## src/rtl/rgbw_fade_scheduler_pkg.sv

```systemverilog
// Shared constants and types for the RGBW fade scheduler slice.
package rgbw_pkg;
  localparam int NUM_CH    = 4;
  localparam int CH_R      = 0;
  localparam int CH_G      = 1;
  localparam int CH_B      = 2;
  localparam int CH_W      = 3;
  localparam int DW_DEF    = 8;
  localparam int DIV_W_DEF = 8;

  typedef enum logic {IDLE, FADE} state_e;
endpackage

```

## src/rtl/rgbw_fade_scheduler_if.sv

```systemverilog
// Shadow-load / commit bus between pin decode and the fade scheduler.
interface rgbw_fade_scheduler_if #(parameter int DW = 8);
  logic          load_valid;
  logic          load_ready;
  logic [1:0]    load_ch;
  logic [DW-1:0] load_data;
  logic          commit;

  modport master (output load_valid, load_ch, load_data, commit, input load_ready);
  modport slave  (input load_valid, load_ch, load_data, commit, output load_ready);
endinterface

```

## src/rtl/rgbw_fade_scheduler_pwm_gen.sv

```systemverilog
// Shared free-running PWM counter; compare values latch only at wrap so duty
// changes never cut a period short.
module rgbw_pwm_gen import rgbw_pkg::*; #(
  parameter int DW = DW_DEF
) (
  input  logic                       clk,
  input  logic                       rst_n,
  input  logic                       ena,
  input  logic [NUM_CH-1:0][DW-1:0]  cur,
  output logic [NUM_CH-1:0]          pwm
);
  logic [DW-1:0]              r_cnt;
  logic [NUM_CH-1:0][DW-1:0]  r_act;
  logic [NUM_CH-1:0]          r_pwm;

  always_ff @(posedge clk or negedge rst_n) begin
    if (!rst_n) begin
      r_cnt <= '0;
      r_act <= '0;
      r_pwm <= '0;
    end else if (ena) begin
      r_cnt <= r_cnt + DW'(1);
      if (&r_cnt) r_act <= cur;
      for (int i = 0; i < NUM_CH; i++) r_pwm[i] <= (r_cnt < r_act[i]);
    end else begin
      r_pwm <= '0;
    end
  end

  assign pwm = r_pwm;
endmodule

```

## src/rtl/rgbw_fade_scheduler.sv

```systemverilog
// Shadow/target duty registers, fade prescaler and IDLE/FADE sequencer
// driving the shared PWM generator.
module rgbw_fade_scheduler import rgbw_pkg::*; #(
  parameter int DW    = DW_DEF,
  parameter int DIV_W = DIV_W_DEF
) (
  input  logic                   clk,
  input  logic                   rst_n,
  input  logic                   ena,
  rgbw_fade_scheduler_if.slave   bus,
  input  logic [DIV_W-1:0]       fade_div,
  output logic [NUM_CH-1:0]      pwm_out,
  output logic                   busy,
  output logic                   done,
  output logic [NUM_CH*DW-1:0]   cur_duty
);
  logic [NUM_CH-1:0][DW-1:0] r_shadow, r_tgt, r_cur;
  logic [NUM_CH-1:0][DW-1:0] w_shadow_nxt, w_tgt_nxt, w_cur_nxt;
  logic [DIV_W-1:0]          r_pre, w_pre_nxt;
  state_e                    r_state, w_state_nxt;
  logic                      r_busy, r_done, w_wr, w_commit, w_tick;

  assign bus.load_ready = ena;
  assign w_wr     = ena & bus.load_valid;
  assign w_commit = ena & bus.commit;

  // Write-through: a load in the commit cycle reaches the target directly.
  always_comb begin
    w_shadow_nxt = r_shadow;
    if (w_wr) w_shadow_nxt[bus.load_ch] = bus.load_data;
    w_tgt_nxt = w_commit ? w_shadow_nxt : r_tgt;
  end

  // Steps head for the post-commit target so a retarget takes effect at once.
  always_comb begin
    w_state_nxt = r_state;
    w_pre_nxt   = r_pre;
    w_cur_nxt   = r_cur;
    w_tick      = 1'b0;
    case (r_state)
      IDLE: begin
        w_pre_nxt = '0;
        if (w_commit) w_state_nxt = FADE;
      end
      FADE: begin
        if (fade_div == '0) begin
          w_cur_nxt = w_tgt_nxt;
        end else begin
          if (r_pre >= fade_div - DIV_W'(1)) begin
            w_tick    = 1'b1;
            w_pre_nxt = '0;
          end else begin
            w_pre_nxt = r_pre + DIV_W'(1);
          end
          if (w_tick) begin
            for (int i = 0; i < NUM_CH; i++) begin
              if (r_cur[i] < w_tgt_nxt[i])      w_cur_nxt[i] = r_cur[i] + DW'(1);
              else if (r_cur[i] > w_tgt_nxt[i]) w_cur_nxt[i] = r_cur[i] - DW'(1);
            end
          end
        end
        if (w_cur_nxt == w_tgt_nxt) w_state_nxt = IDLE;
      end
      default: w_state_nxt = IDLE;
    endcase
  end

  always_ff @(posedge clk or negedge rst_n) begin
    if (!rst_n) begin
      r_shadow <= '0;
      r_tgt    <= '0;
      r_cur    <= '0;
      r_pre    <= '0;
      r_state  <= IDLE;
      r_busy   <= 1'b0;
      r_done   <= 1'b0;
    end else begin
      r_done <= ena && (r_state == FADE) && (w_state_nxt == IDLE);
      if (ena) begin
        r_shadow <= w_shadow_nxt;
        r_tgt    <= w_tgt_nxt;
        r_cur    <= w_cur_nxt;
        r_pre    <= w_pre_nxt;
        r_state  <= w_state_nxt;
        r_busy   <= (w_state_nxt == FADE) && (w_cur_nxt != w_tgt_nxt);
      end
    end
  end

  rgbw_pwm_gen #(.DW(DW)) u_pwm (
    .clk   (clk),
    .rst_n (rst_n),
    .ena   (ena),
    .cur   (r_cur),
    .pwm   (pwm_out)
  );

  assign busy     = r_busy;
  assign done     = r_done;
  assign cur_duty = r_cur;
endmodule

```

## src/flat_wrapper.sv

```systemverilog
// flat-port wrapper written by rule: the top's interface ports become plain ports
module rgbw_fade_scheduler_flat import rgbw_pkg::*;
#(
  parameter int DW    = DW_DEF,
  parameter int DIV_W = DIV_W_DEF
)
  (clk, rst_n, ena, fade_div, pwm_out, busy, done, cur_duty, bus_load_valid, bus_load_ch, bus_load_data, bus_commit, bus_load_ready);
  rgbw_fade_scheduler_if #(.DW(DW)) bus_i ();
  input  logic clk;
  input  logic rst_n;
  input  logic ena;
  input  logic [DIV_W-1:0] fade_div;
  output logic [NUM_CH-1:0] pwm_out;
  output logic busy;
  output logic done;
  output logic [NUM_CH*DW-1:0] cur_duty;
  input wire logic [$bits(bus_i.load_valid)-1:0] bus_load_valid;
  input wire logic [$bits(bus_i.load_ch)-1:0] bus_load_ch;
  input wire logic [$bits(bus_i.load_data)-1:0] bus_load_data;
  input wire logic [$bits(bus_i.commit)-1:0] bus_commit;
  output wire logic [$bits(bus_i.load_ready)-1:0] bus_load_ready;
  assign bus_i.load_valid = bus_load_valid;
  assign bus_i.load_ch = bus_load_ch;
  assign bus_i.load_data = bus_load_data;
  assign bus_i.commit = bus_commit;
  assign bus_load_ready = bus_i.load_ready;
  rgbw_fade_scheduler #(.DW(DW), .DIV_W(DIV_W)) u_core (.clk(clk), .rst_n(rst_n), .ena(ena), .bus(bus_i), .fade_div(fade_div), .pwm_out(pwm_out), .busy(busy), .done(done), .cur_duty(cur_duty));
endmodule
```

## config.mk

```make
export PLATFORM = sky130hd
export DESIGN_NAME = rgbw_fade_scheduler_flat
export DESIGN_NICKNAME = d
export VERILOG_FILES = /design/src/rtl/rgbw_fade_scheduler_pkg.sv /design/src/rtl/rgbw_fade_scheduler_if.sv /design/src/rtl/rgbw_fade_scheduler_pwm_gen.sv /design/src/rtl/rgbw_fade_scheduler.sv /design/src/flat_wrapper.sv
export SDC_FILE = /design/constraint.sdc
export NUM_CORES = 1
export LEC_CHECK = 0
export ABC_AREA = 1
export ABC_CLOCK_PERIOD_IN_PS = 4300
export CAP_MARGIN = 25
export CORE_UTILIZATION = 55
export CTS_BUF_LIST = sky130_fd_sc_hd__clkbuf_16
export DETAILED_ROUTE_END_ITERATION = 10
export GPL_TIMING_DRIVEN = 0
export PLACE_DENSITY = 0.76
export SETUP_SLACK_MARGIN = 0.1
export SLEW_MARGIN = 10
export SYNTH_ARGS = -nofsm -noshare
export SYNTH_HDL_FRONTEND = slang
export SYNTH_SLANG_ARGS = --single-unit
```

## constraint.sdc

```tcl
create_clock -name clk -period 4.3 [get_ports clk]
set_input_delay 0.645 -clock clk [delete_from_list [all_inputs] [get_ports clk]]
set_output_delay 0.645 -clock clk [all_outputs]
set_load 0.02 [all_outputs]
```

======== Word-level counts from Yosys, hierarchy flattened ========
Cells that the tools add are included.
word-level totals
  bits in registers ....................... 151
  output and inout bits ................... 39
  input bits .............................. 23
operators by class
  add/subtract/negate cells ............... 11
  order comparisons ....................... 15
  equality and inequality tests ........... 3
  bitwise logic cells ..................... 4
  multiplexer cells ....................... 27
  reductions and logical operators ........ 7
operator list
  kind                                                               count
  two-way mux 32 bit                                                 6
  two-way mux 8 bit                                                  11
  less-than comparator 8 bit                                         8
  adder 8 x 1 -> 8 bit, second input constant                        6
  subtractor 8 x 1 -> 8 bit, second input constant                   5
  bitwise mux 32 bit                                                 1
  == test 32 bit                                                     1
  > comparator 8 bit                                                 4
  != test 32 bit                                                     1
  demux 8 bit (select 2 bit)                                         1
  case mux 8 bit (2 select lines)                                    1
  AND reduction 9 bit                                                1
  greater-or-equal comparator 8 bit                                  1
  zero test 8 bit                                                    1
  two-way mux 1 bit                                                  5
  logical AND 1 bit                                                  4
  two-way mux 4 bit                                                  1
  less-than comparator 2 x 3 -> 1 bit, second input constant         1
  AND 1 bit                                                          2
  greater-or-equal comparator 2 x 1 -> 1 bit, second input constant  1
  != test 2 bit, second input constant                               1
  NOT 1 bit                                                          2
  case mux 1 bit (2 select lines)                                    1
  AND reduction 2 bit                                                1

======== Depth between registers and ports, before layout ========
Gate-level depths: netlist of the first run.
  word-level depth ........................ 18
  mapped depth ............................ 33
  depth with buffers taken out ............ 32

======== By module ========
Synthesis of the first run repeated with hierarchy kept, for this count alone.
unflattened totals
  cells, all modules ...................... 1732
  area total of the unflattened synthesis .. 11662.4 um^2
modules (own cells, without submodules)
  module               area each (um^2)  sequential area each (um^2)  instances  cells each
  rgbw_fade_scheduler  9054.9            2677.6                       1          1422
  rgbw_pwm_gen         2607.5            1101.1                       1          310

======== Least setup slack after synthesis of the first run ========
Ideal clock, no wire load.
  kind .................................... input port to flip-flop
  start point ............................. input ena
  end point ............................... register u_core.r_busy (netlist: u_core.busy)
  arrival time ............................ 3824 ps
  stages .................................. 27
  path slack .............................. 359 ps
  path buffers ............................ 3
  cells stage by stage .................... nand2_2 > inv_2 > buf_6 > buf_4 > buf_2 > nand2_1 > o21ai_1 > inv_1 > ha_1 > a21oi_1 > nor2_1 > a211oi_1 > nand2_4 > nand2_1 > nand3_1 > nand2_1 > nand2_1 > nand3_1 > nand2_1 > nor2_1 > nand2_1 > nor2_1 > nand2_1 > nor2_1 > nor2_1 > nand2_1 > nand2_1
on the way
  word-level cells in the longest chain between the ends .. 13
  elaborated cells on any way between the ends .. 30
  classes of those cells .................. order compare: 8; eq/ne: 2; mux: 17; bitwise: 2; reduce/logical: 1
RTL lines
  what                             RTL line                   RTL
  start: declaration               flat_wrapper.sv:11         input logic ena;
  AND 1 bit                        rgbw_fade_scheduler.sv:24  assign w_wr = ena & bus.load_valid;
  two-way mux 32 bit               rgbw_fade_scheduler.sv:30  if (w_wr) w_shadow_nxt[bus.load_ch] = bus.load_data;
  two-way mux 32 bit               rgbw_fade_scheduler.sv:31  w_tgt_nxt = w_commit ? w_shadow_nxt : r_tgt;
  > comparator 8 bit               rgbw_fade_scheduler.sv:58  else if (r_cur[i] > w_tgt_nxt[i]) w_cur_nxt[i] = r_cur[i] - DW'(1);
  two-way mux 8 bit                rgbw_fade_scheduler.sv:58
  two-way mux 8 bit                rgbw_fade_scheduler.sv:57  if (r_cur[i] < w_tgt_nxt[i]) w_cur_nxt[i] = r_cur[i] + DW'(1);
  two-way mux 32 bit               rgbw_fade_scheduler.sv:55  if (w_tick) begin
  two-way mux 32 bit               rgbw_fade_scheduler.sv:46  if (fade_div == '0) begin
  two-way mux 32 bit               rgbw_fade_scheduler.sv:40  case (r_state)
  == test 32 bit                   rgbw_fade_scheduler.sv:62  if (w_cur_nxt == w_tgt_nxt) w_state_nxt = IDLE;
  two-way mux 1 bit                rgbw_fade_scheduler.sv:62
  case mux 1 bit (2 select lines)  rgbw_fade_scheduler.sv:40
  logical AND 1 bit                rgbw_fade_scheduler.sv:85  r_busy <= (w_state_nxt == FADE) && (w_cur_nxt != w_tgt_nxt);
  end signal: assignment           rgbw_fade_scheduler.sv:85
  end: declaration                 rgbw_fade_scheduler.sv:21  logic r_busy, r_done, w_wr, w_commit, w_tick;
Several ways; a longest one is shown, not always the timed one. The select of a mux whose other input is x is not followed.
A chain may end at the register's enable or synchronous reset.

======== Worst setup path in the final report of the first run ========
  start point ............................. input bus_commit
  end point ............................... register u_core.r_busy (netlist: u_core.busy)
on the way
  word-level cells in the longest chain between the ends .. 12
  elaborated cells on any way between the ends .. 28
  classes of those cells .................. order compare: 8; eq/ne: 2; mux: 16; bitwise: 1; reduce/logical: 1
RTL lines
  what                             RTL line                   RTL
  start: declaration               flat_wrapper.sv:20         input wire logic [$bits(bus_i.commit)-1:0] bus_commit;
  AND 1 bit *                      rgbw_fade_scheduler.sv:25  assign w_commit = ena & bus.commit;
  two-way mux 32 bit               rgbw_fade_scheduler.sv:31
  > comparator 8 bit               rgbw_fade_scheduler.sv:58
  two-way mux 8 bit                rgbw_fade_scheduler.sv:58
  two-way mux 8 bit                rgbw_fade_scheduler.sv:57
  two-way mux 32 bit               rgbw_fade_scheduler.sv:55
  two-way mux 32 bit               rgbw_fade_scheduler.sv:46
  two-way mux 32 bit               rgbw_fade_scheduler.sv:40
  == test 32 bit                   rgbw_fade_scheduler.sv:62
  two-way mux 1 bit                rgbw_fade_scheduler.sv:62
  case mux 1 bit (2 select lines)  rgbw_fade_scheduler.sv:40
  logical AND 1 bit *              rgbw_fade_scheduler.sv:85
Mark *: on every way between the ends. The rest lies on a longest branch, timed or not. The select of a mux whose other input is x is not followed.

==> results of run 1 <==
final cells by class:
type                       instances  area (sq um)  area share (%)
multi-input combinational       1226          7080            50.8
sequential                       151          3780            27.1
buffer                            52           358            2.57
clock inverter                    14           160            1.15
clock buffer                      17           425            3.05
timing repair buffer             101           991            7.11
inverter                         213           810            5.81
tap                              265           332            2.38
cell families (layout without fill, tap and decap cells):
kind of cell    count (synthesis)  count (layout)  share of synthesized area [%]
flops                         151             151                           34.1
compound gates                206             206                           10.1
buf+inv                       265             397                           9.26
simple gates                  927             928                           36.7
xor+xnor                       16              16                           1.26
fa+ha+maj                      76              76                           8.58
layer usage:
layer | routed length, microns | track usage [%] | share of wire [%] | up-vias
met5 | 0 | 0 | 0 | -
met4 | 2140 | 20.0 | 5.4 | 0
met3 | 3930 | 7.10 | 10 | 174
met2 | 17700 | 55.6 | 45 | 778
met1 | 15700 | 49.7 | 40 | 5720
li1 | - | - | - | 5645
power breakdown:
part	total (mW)	switching [mW]	internal [mW]
Sequential	2.16	0.453	1.70
Combinational	4.60	2.90	1.70
Clock	1.55	0.647	0.906
worst max-delay path by stage:
stage / startpoint / to / depth (start not counted)
6_report: bus_commit / u_core.busy / 28
5_1_grt: bus_commit / u_core.busy / 29
4_1_cts: bus_commit / u_core.busy / 29
3_5_place_dp: ena / u_core.busy / 28
3_3_place_gp: rst_n / u_core.r_tgt[3] / 1
2_1_floorplan: ena / u_core.busy / 27
sequential cells by signal (all words and copies together) (netlist names), 4 cells and up:
signal	flops
u_core.r_pre	8
u_core.cur_duty	32
u_core.u_pwm.r_cnt	8
u_core.r_tgt	32
u_core.u_pwm.pwm	4
u_core.r_shadow	32
u_core.u_pwm.r_act	32
critical path, stage by stage:
cell and delay (ns):
clkdlybuf4s50_1 0.50, nand2_4 0.09, inv_4 0.08, buf_12 0.14
buf_12 0.14, clkbuf_16 0.16, nand2_2 0.07, o21ai_4 0.11
inv_2 0.11, ha_4 0.29, nand4_1 0.11, buf_4 0.16
o211a_4 0.28, buf_4 0.15, nand3_1 0.10, nand4_1 0.14
nand3_2 0.13, nand2_1 0.08, nand2_1 0.06, nand2_1 0.07
a21oi_2 0.13, nand3_1 0.10, nor2_2 0.20, nand2_2 0.08
nor2_2 0.11, nor2_1 0.06, nand2_1 0.07, nand2_1 0.06
per-stage QoR:
stage	instance area, sq um	setup slack [ns]	hold slack [ns]
5_1_grt	13900	0.00558	0.231
6_report	13900	0.148	0.189
2_1_floorplan	11100	0.359	0.349
3_3_place_gp	12000	-3.71	0.466
3_5_place_dp	12100	-1.37	0.473
4_1_cts	12800	0.103	0.219
placed cells by master (no fill, tap or decap), types with 4 or more instances in the layout:
cell type        instances
nand2_1                500
nand3_1                206
inv_1                  187
dfrtp_1                151
o21ai_0                 82
ha_1                    69
clkdlybuf4s50_1         56
nand4_1                 54
nor2_1                  48
buf_4                   37
nand3_2                 29
o21ai_1                 27
nand2_2                 26
inv_2                   26
a21oi_1                 25
clkbuf_1                25
o21ai_4                 20
clkbuf_16               20
o21ai_2                 19
nor2_2                  16
nor3_1                  12
xor2_1                  12
nand2_4                  8
o211ai_1                 8
buf_1                    8
ha_4                     7
nand2_8                  6
buf_6                    6
o22ai_1                  6
buf_8                    5
nor4_1                   5
nand3b_1                 5
buf_12                   4
nor2_4                   4
xnor2_1                  4
a21oi_2                  4
timing repair:
item	4_1_cts	5_1_grt
endpoints found under the setup margin	23	3
gates resized for setup	68	208
pin swaps	4	62
buffers inserted	4	32
cloned	0	4
==> impl_metrics.tcl, run 1 <==
set metrics [dict create \
    status "completed" \
    synth_cell_types 43 \
    routed_wl_microns 39500 \
    syn_avg_cell_area_sq_um 6.75 \
    cap_violations 0 \
    worstPathRequired_ns 4.62 \
    r2r-start "u_core.r_state" \
    fin_crit_ns 4.15 \
    yosysMostFrequentCell "nand2_1" \
    syn_inst 1641 \
    synth_area_leaders "dfrtp_1 (34%), nand2_1 (18%), nand3_1 (11%), ha_1 (8.6%), inv_1 (6.9%)" \
    path_max_fanout 11 \
    die_w_microns 144 \
    path_class "input port to register" \
    fin_setup_tns_ns 0 \
    ant_nets 0 \
    cts.sinks 151 \
    finalClockSkew_ns 0.0104 \
    wire_per_inst_microns 19.4 \
    synth_top_area_cell "dfrtp_1" \
    r2r_cells 6 \
    post-route-util_pct 71.1 \
    placedCellCount 1968 \
    dieArea_sq_mm 0.0207 \
    drc 0 \
    clock_path_buffers 2 \
    cp-start-kind "input port" \
    hold_viol_final 0 \
    synth_edf_count 0 \
    overflow 0 \
    drive_above_1_share_pct 14.9 \
    ctsHtreeMaxLevel 4 \
    grtUsageTotal_pct 36.9 \
    cts_tree "done" \
    viasPerCell 6.04 \
    clk_pin_slew_ns 0.06 \
    antenna-diode-count 0 \
    syn_to_final_growth_pct 25.8 \
    synth_fp_nets 1740 \
    start_util_pct 56.5 \
    async_flop_share_pct 100 \
    hold_path_class "input port to async pin" \
    netlist_top_cells_count "nand2_1 (522), nand3_1 (233), inv_1 (205)" \
    grt_pass1_vias 10804 \
    rows 51 \
    arrival_ns 4.47 \
    numCtsBuffers 17 \
    grt_max_degree 78 \
    gp_congestion 0.970 \
    power_density_mw_per_mm2 596 \
    vias 12317 \
    ios 62 \
    worst_pin_slew_ns 1.04 \
    maxSlewViolCount 0 \
    nFillCells 1559 \
    synth_warnings 0 \
    max_clock_freq_ghz 0.241 \
    insertion_delay_ns 0.44 \
    cp-end-kind "register" \
    yosysTopAreaCellShare_pct 34.1 \
    relSlewSlack_pct 30.5 \
    ys_ff_latch 151 \
    firstDrtPassIters 9 \
    dpl.hpwl_microns 26800 \
    vdd_ir_drop_max_v 0.000387 \
    hold_buffers 0 \
    antenna_found_initial 0 \
    dr.first_iter.drc_count 1575 \
    seq_area_frac_synth_pct 34.1 \
    setup-violations-final 0 \
    core_area_sq_mm 0.0196 \
    ctsRootBufferMaster "clkbuf_16" \
    p_leak_nw 6.73 \
    power_mw 8.31 \
    synth_area_sq_mm 0.0111 \
    port_buffers 61 \
    timing.final.crit_share_pct 96.6 \
    grt_pass1_wl_microns 57400 \
    fin_cells 2039 \
    r2r_slack_ns 0.39 \
    reg2reg_to "u_core.done" \
    rsz0062_at_grt "false" \
    synth_top_flop_cell "dfrtp_1" \
    nets 1861 \
    fp.dieH_microns 144 \
]
(Power assumes the default switching activity.)
==> run 2, diff against run 1 <==
HOLD_SLACK_MARGIN = 0.15   (was default)
SETUP_SLACK_MARGIN = default   (was 0.1)
==> run 2 against run 1 <==
Effect of this change:
- worst hold slack worse by 0.00083 ns
- non-clock buffer count decreased by 24
- clock skew fell by 0.0026 ns
- utilization down 3.0 points
- critical endpoint unchanged
- largest power group unchanged
==> impl_metrics.tcl, run 2 (synthesized netlist as in run 1, its figures left out) <==
set metrics [dict create \
    status "completed" \
    timing.final.crit_share_pct 95.9 \
    cp-start-kind "input port" \
    arrival_ns 4.44 \
    drive_above_1_share_pct 10.6 \
    ctsHtreeMaxLevel 4 \
    critPathTopFamily "simple AND/OR/NAND/NOR gates" \
    startpoint "bus_commit" \
    dieArea_sq_mm 0.0207 \
    busiest_layer "met2" \
    grtUsageMet1_pct 49.6 \
    overflow 0 \
    r2r_slack_ns 0.65 \
    grt_pass1_wl_microns 57100 \
    nFillCells 1664 \
    final_common_cell "nand2_1" \
    wire_per_inst_microns 18.4 \
    p_int_mw 4.18 \
    cap_violations 0 \
    cp-end-kind "register" \
    clk_pin_slew_ns 0.06 \
    port_buffers 61 \
    nets 1837 \
    routed_wl_microns 37000 \
    firstDrtPassIters 7 \
    power_density_mw_per_mm2 599 \
    crit_cells 27 \
    worstPathRequired_ns 4.62 \
    grt_pass1_vias 10746 \
    dr.first_iter.drc_count 1233 \
    antenna-diode-count 0 \
    switching_share_pct 47.7 \
    drc 0 \
    dpl.hpwl_microns 26800 \
    dpl_cell_area_sq_mm 0.0121 \
    maxSlewViolCount 0 \
    crit_buf_inv 7 \
    path_class "input port to register" \
    met2_usage_pct 55.4 \
    setup-violations-final 0 \
    worst_pin_slew_ns 0.941 \
    start_util_pct 56.5 \
    vdd_ir_drop_max_v 0.000385 \
    pwr-share-comb_pct 54.1 \
    vias 11911 \
    relSlewSlack_pct 37.2 \
    rows 51 \
    clkPwrFrac_pct 19.2 \
    cts_tree "done" \
    ant_nets 0 \
    viasPerCell 5.91 \
    r2r-start "u_core.r_state" \
    post-route-util_pct 68.1 \
    clock_path_buffers 2 \
    p_leak_nw 6.51 \
    gr-usage-met3_pct 6.93 \
    hold_buffers 0 \
    path_max_fanout 11 \
    seqPwrFrac_pct 26.7 \
    max_clock_freq_ghz 0.243 \
    numCtsBuffers 17 \
    syn_to_final_growth_pct 20.5 \
    power_mw 8.00 \
    hold_viol_final 0 \
    grt_max_degree 78 \
    ios 62 \
    finalClockSkew_ns 0.00780 \
    layout_common_cells "nand2_1 (516), nand3_1 (224), inv_1 (191)" \
    design_area_sq_mm 0.0133 \
    path_common_cell "nand2_1" \
    ctsRootBufferMaster "clkbuf_16" \
    reg2reg_to "u_core.r_pre[7]" \
    gp_congestion 0.970 \
    cp_slowest_cell "clkdlybuf4s50_1" \
    cts.sinks 151 \
    fin_crit_ns 4.12 \
    core_area_sq_mm 0.0196 \
    slowest_delay_ns 0.41 \
    p_switching_mw 3.82 \
    insertion_delay_ns 0.43 \
    fp.dieH_microns 144 \
    die_w_microns 144 \
    r2r_cells 7 \
    hold_path_class "input port to async pin" \
    grtUsageTotal_pct 36.7 \
    antenna_found_initial 0 \
]
[run 2: changes by cell type in the layout (fill, tap and decap cells not counted), sizes merged]
cell | before | now
clkdlybuf4s50 | 56 | 57
inv | 217 | 216
buf | 62 | 38
clkbuf | 49 | 48
clkinv | 5 | 6
[run 2: timing repair]
action	4_1_cts	5_1_grt
cloned	0	1
pin swaps	1	29
setup buffers	4	12
resized for setup	43	145
hold endpoints to repair	0	0
endpoints found under the setup margin	15	3
[run 2: worst reg2reg max path: cells and delay by family (launching register included)]
kind                   cells  cell delay, ns
and+or+nand+nor            3            1.21
buffers and inverters      3            1.71
AOI/OAI and AO/OA          1            0.31
DFF                        1            0.32
[run 2: power groups by stage]
stage                     clock network [mW]  registers [mW]  logic [mW]
final                                   1.54            2.14        4.33
after global routing                    1.61            2.17        4.81
after CTS                               1.54            2.12        3.94
after detailed placement                   0            2.14        3.82
after global placement                     0            2.14        3.74
after floorplan                            0            2.15        2.59
[run 2: how the worst max path moves through the flow]
| stage | to | slack, ns |
|---|---|---|
| 6_report | u_core.busy | 0.18 |
| 5_1_grt | u_core.busy | -0.06 |
| 4_1_cts | u_core.busy | 0.01 |
| 3_5_place_dp | u_core.busy | -1.37 |
| 3_3_place_gp | u_core.r_tgt[3] | -3.71 |
| 2_1_floorplan | u_core.busy | 0.36 |
[run 2: area by class of cell]
| class | count | area (sq um) | share of cell area, % |
|---|---|---|---|
| clock inverter | 14 | 160 | 1.20 |
| buffer | 51 | 292 | 2.18 |
| clock buffer | 17 | 425 | 3.19 |
| tap | 265 | 332 | 2.48 |
| multi-input combinational | 1226 | 6780 | 50.8 |
| inverter | 213 | 812 | 6.08 |
| timing repair buffer | 78 | 767 | 5.75 |
| sequential | 151 | 3780 | 28.3 |
[run 2: through the flow]
stage / cells / TNS [ns] / hold WS [ns] / worst slack, ns
2_1_floorplan: 1641 / 0 / 0.349 / 0.359
3_5_place_dp: 1968 / -17.13 / 0.473 / -1.37
4_1_cts: 2003 / 0 / 0.219 / 0.0137
5_1_grt: 2015 / -0.101 / 0.231 / -0.0624
6_report: 2015 / 0 / 0.188 / 0.178
3_3_place_gp: 1967 / -572.41 / 0.466 / -3.71
[run 2: routing by layer]
metal  routed length [microns]  vias to the layer above
met5                         0                        -
met4                      1910                        0
met3                      3120                      132
met2                     16400                      599
met1                     15600                     5577
li1                          -                     5603
==> run 3, diff against run 2 <==
CTS_CLUSTER_DIAMETER = 80   (was default)
PLACE_DENSITY = default   (was 0.76)
PLACE_DENSITY_LB_ADDON = 0.25   (was default)
==> run 3 against run 2 <==
Effect of this change:
- first-iteration DRC count up 9.4%
- global-route usage grew 0.14 points
- count of clock-buffer cells in the layout is the same
==> impl_metrics.tcl, run 3 (synthesized netlist as in run 1, its figures left out) <==
set metrics [dict create \
    p_leak_nw 6.47 \
    overflow 0 \
    cap_violations 0 \
    finalClockSkew_ns 0.0138 \
    pre_cts_slack_ns -1.41 \
    critPathTopFamily "simple AND/OR/NAND/NOR gates" \
    cp-start-kind "input port" \
    grt_pass1_wl_microns 57500 \
    dpl.hpwl_microns 26900 \
    fin_cells 2013 \
    antenna_found_initial 0 \
    grtUsageTotal_pct 36.8 \
    placedCellCount 1968 \
    insertion_delay_ns 0.45 \
    timing.final.crit_share_pct 96.5 \
    drc 0 \
    cts_tree "done" \
    max_clock_freq_ghz 0.241 \
    drive_above_1_share_pct 10.4 \
    slowest_delay_ns 0.47 \
    ctsHtreeMaxLevel 4 \
    core_area_sq_mm 0.0196 \
    worstPathRequired_ns 4.61 \
    setup-violations-final 0 \
    design_area_sq_mm 0.0133 \
    ant_nets 0 \
    ios 62 \
    rows 51 \
    numCtsBuffers 17 \
    power_density_mw_per_mm2 604 \
    syn_to_final_growth_pct 19.9 \
    start_util_pct 56.5 \
    hold_viol_final 0 \
    wire_per_inst_microns 18.6 \
    dpl_cell_area_sq_mm 0.0121 \
    nFillCells 1719 \
    routed_wl_microns 37500 \
    clock_path_buffers 2 \
    ctsRootBufferMaster "clkbuf_16" \
    relSlewSlack_pct 41.2 \
    dr.first_iter.drc_count 1349 \
    gp_congestion 1.02 \
    path_class "input port to register" \
    status "completed" \
    cp-end-kind "register" \
    hold_path_class "register to register" \
    vias 11965 \
    cts.sinks 151 \
    arrival_ns 4.46 \
    die_w_microns 144 \
    dieArea_sq_mm 0.0207 \
    path_max_fanout 10 \
    worst_pin_slew_ns 0.881 \
    grt_max_degree 109 \
    clk_pin_slew_ns 0.06 \
    nets 1834 \
    crit_buf_inv 5 \
    grt_pass1_vias 10867 \
    cp_slowest_cell "clkdlybuf4s50_1" \
    fin_crit_ns 4.15 \
    viasPerCell 5.94 \
    firstDrtPassIters 6 \
    vdd_ir_drop_max_v 0.000409 \
    port_buffers 61 \
    fp.dieH_microns 144 \
    path_common_cell "nand2_1" \
    post-route-worst-setup-slack_ns 0.152 \
    maxSlewViolCount 0 \
    layout_common_cells "nand2_1 (517), nand3_1 (229), inv_1 (188)" \
    final_common_cell "nand2_1" \
    antenna-diode-count 0 \
]
-- run 3: layout make-up --
type                    instances  area [sq um]  area share, %
clock inverters                15           169           1.27
clock buffers                  17           425           3.20
plain buffers                  51           287           2.16
inverters                     213           815           6.13
flip-flops and latches        151          3780           28.4
repair buffers                 75           743           5.59
multi-input cells            1226          6740           50.7
well taps                     265           332           2.50
-- run 3: report_power, final --
group | leakage [nW] | total (mW) | internal, mW | switching (mW)
Clock | 0.284 | 1.56 | 0.868 | 0.687
Combinational | 4.22 | 4.33 | 1.57 | 2.75
Sequential | 1.97 | 2.15 | 1.70 | 0.447
-- run 3: final timing paths --
| path | from | to | slack [ns] | cells past startpoint |
|---|---|---|---|---|
| setup / recovery | bus_load_valid | u_core.done | 0.15 | 28 |
| hold / removal | u_core.r_shadow[23] | u_core.r_shadow[23] | 0.47 | 2 |
| setup reg to reg | u_core.r_state | u_core.r_pre[7] | 0.65 | 7 |
| hold reg to reg | u_core.r_shadow[23] | u_core.r_shadow[23] | 0.47 | 2 |
| max in group asynchronous | rst_n | u_core.r_shadow[15] | 2.73 | 3 |
| min in group asynchronous | rst_n | u_core.r_pre[7] | 0.66 | 2 |
-- run 3: what timing repair did --
action	CTS	global route
cloned	0	1
setup endpoints to repair	17	5
hold endpoints to repair	43	0
pin swaps	1	20
buffers inserted	4	8
hold buffers	1	0
resized for setup	41	133
-- run 3: routing by layer --
layer	track usage [%]	part of all wire, %	vias to the layer above
met5	0	0	-
met4	18.9	5.1	0
met3	6.40	9.7	142
met2	58.4	45	677
met1	48.1	40	5541
li1	-	-	5605
-- run 3: worst min-delay path: stages (launching register included) --
cell and delay (ns):
dfrtp_1 0.32, nand2_1 0.06, o21ai_2 0.06
-- run 3: per-stage QoR --
stage	power, mW	hold WS [ns]	TNS (ns)	util, %
global placement	5.87	0.464	-572.36	61.4
CTS	7.63	0.490	0	65.3
finish	8.03	0.472	0	67.8
detailed placement	5.97	0.473	-18.20	61.5
floorplan	4.74	0.349	0	-
global route	8.57	0.484	-0.0934	67.8
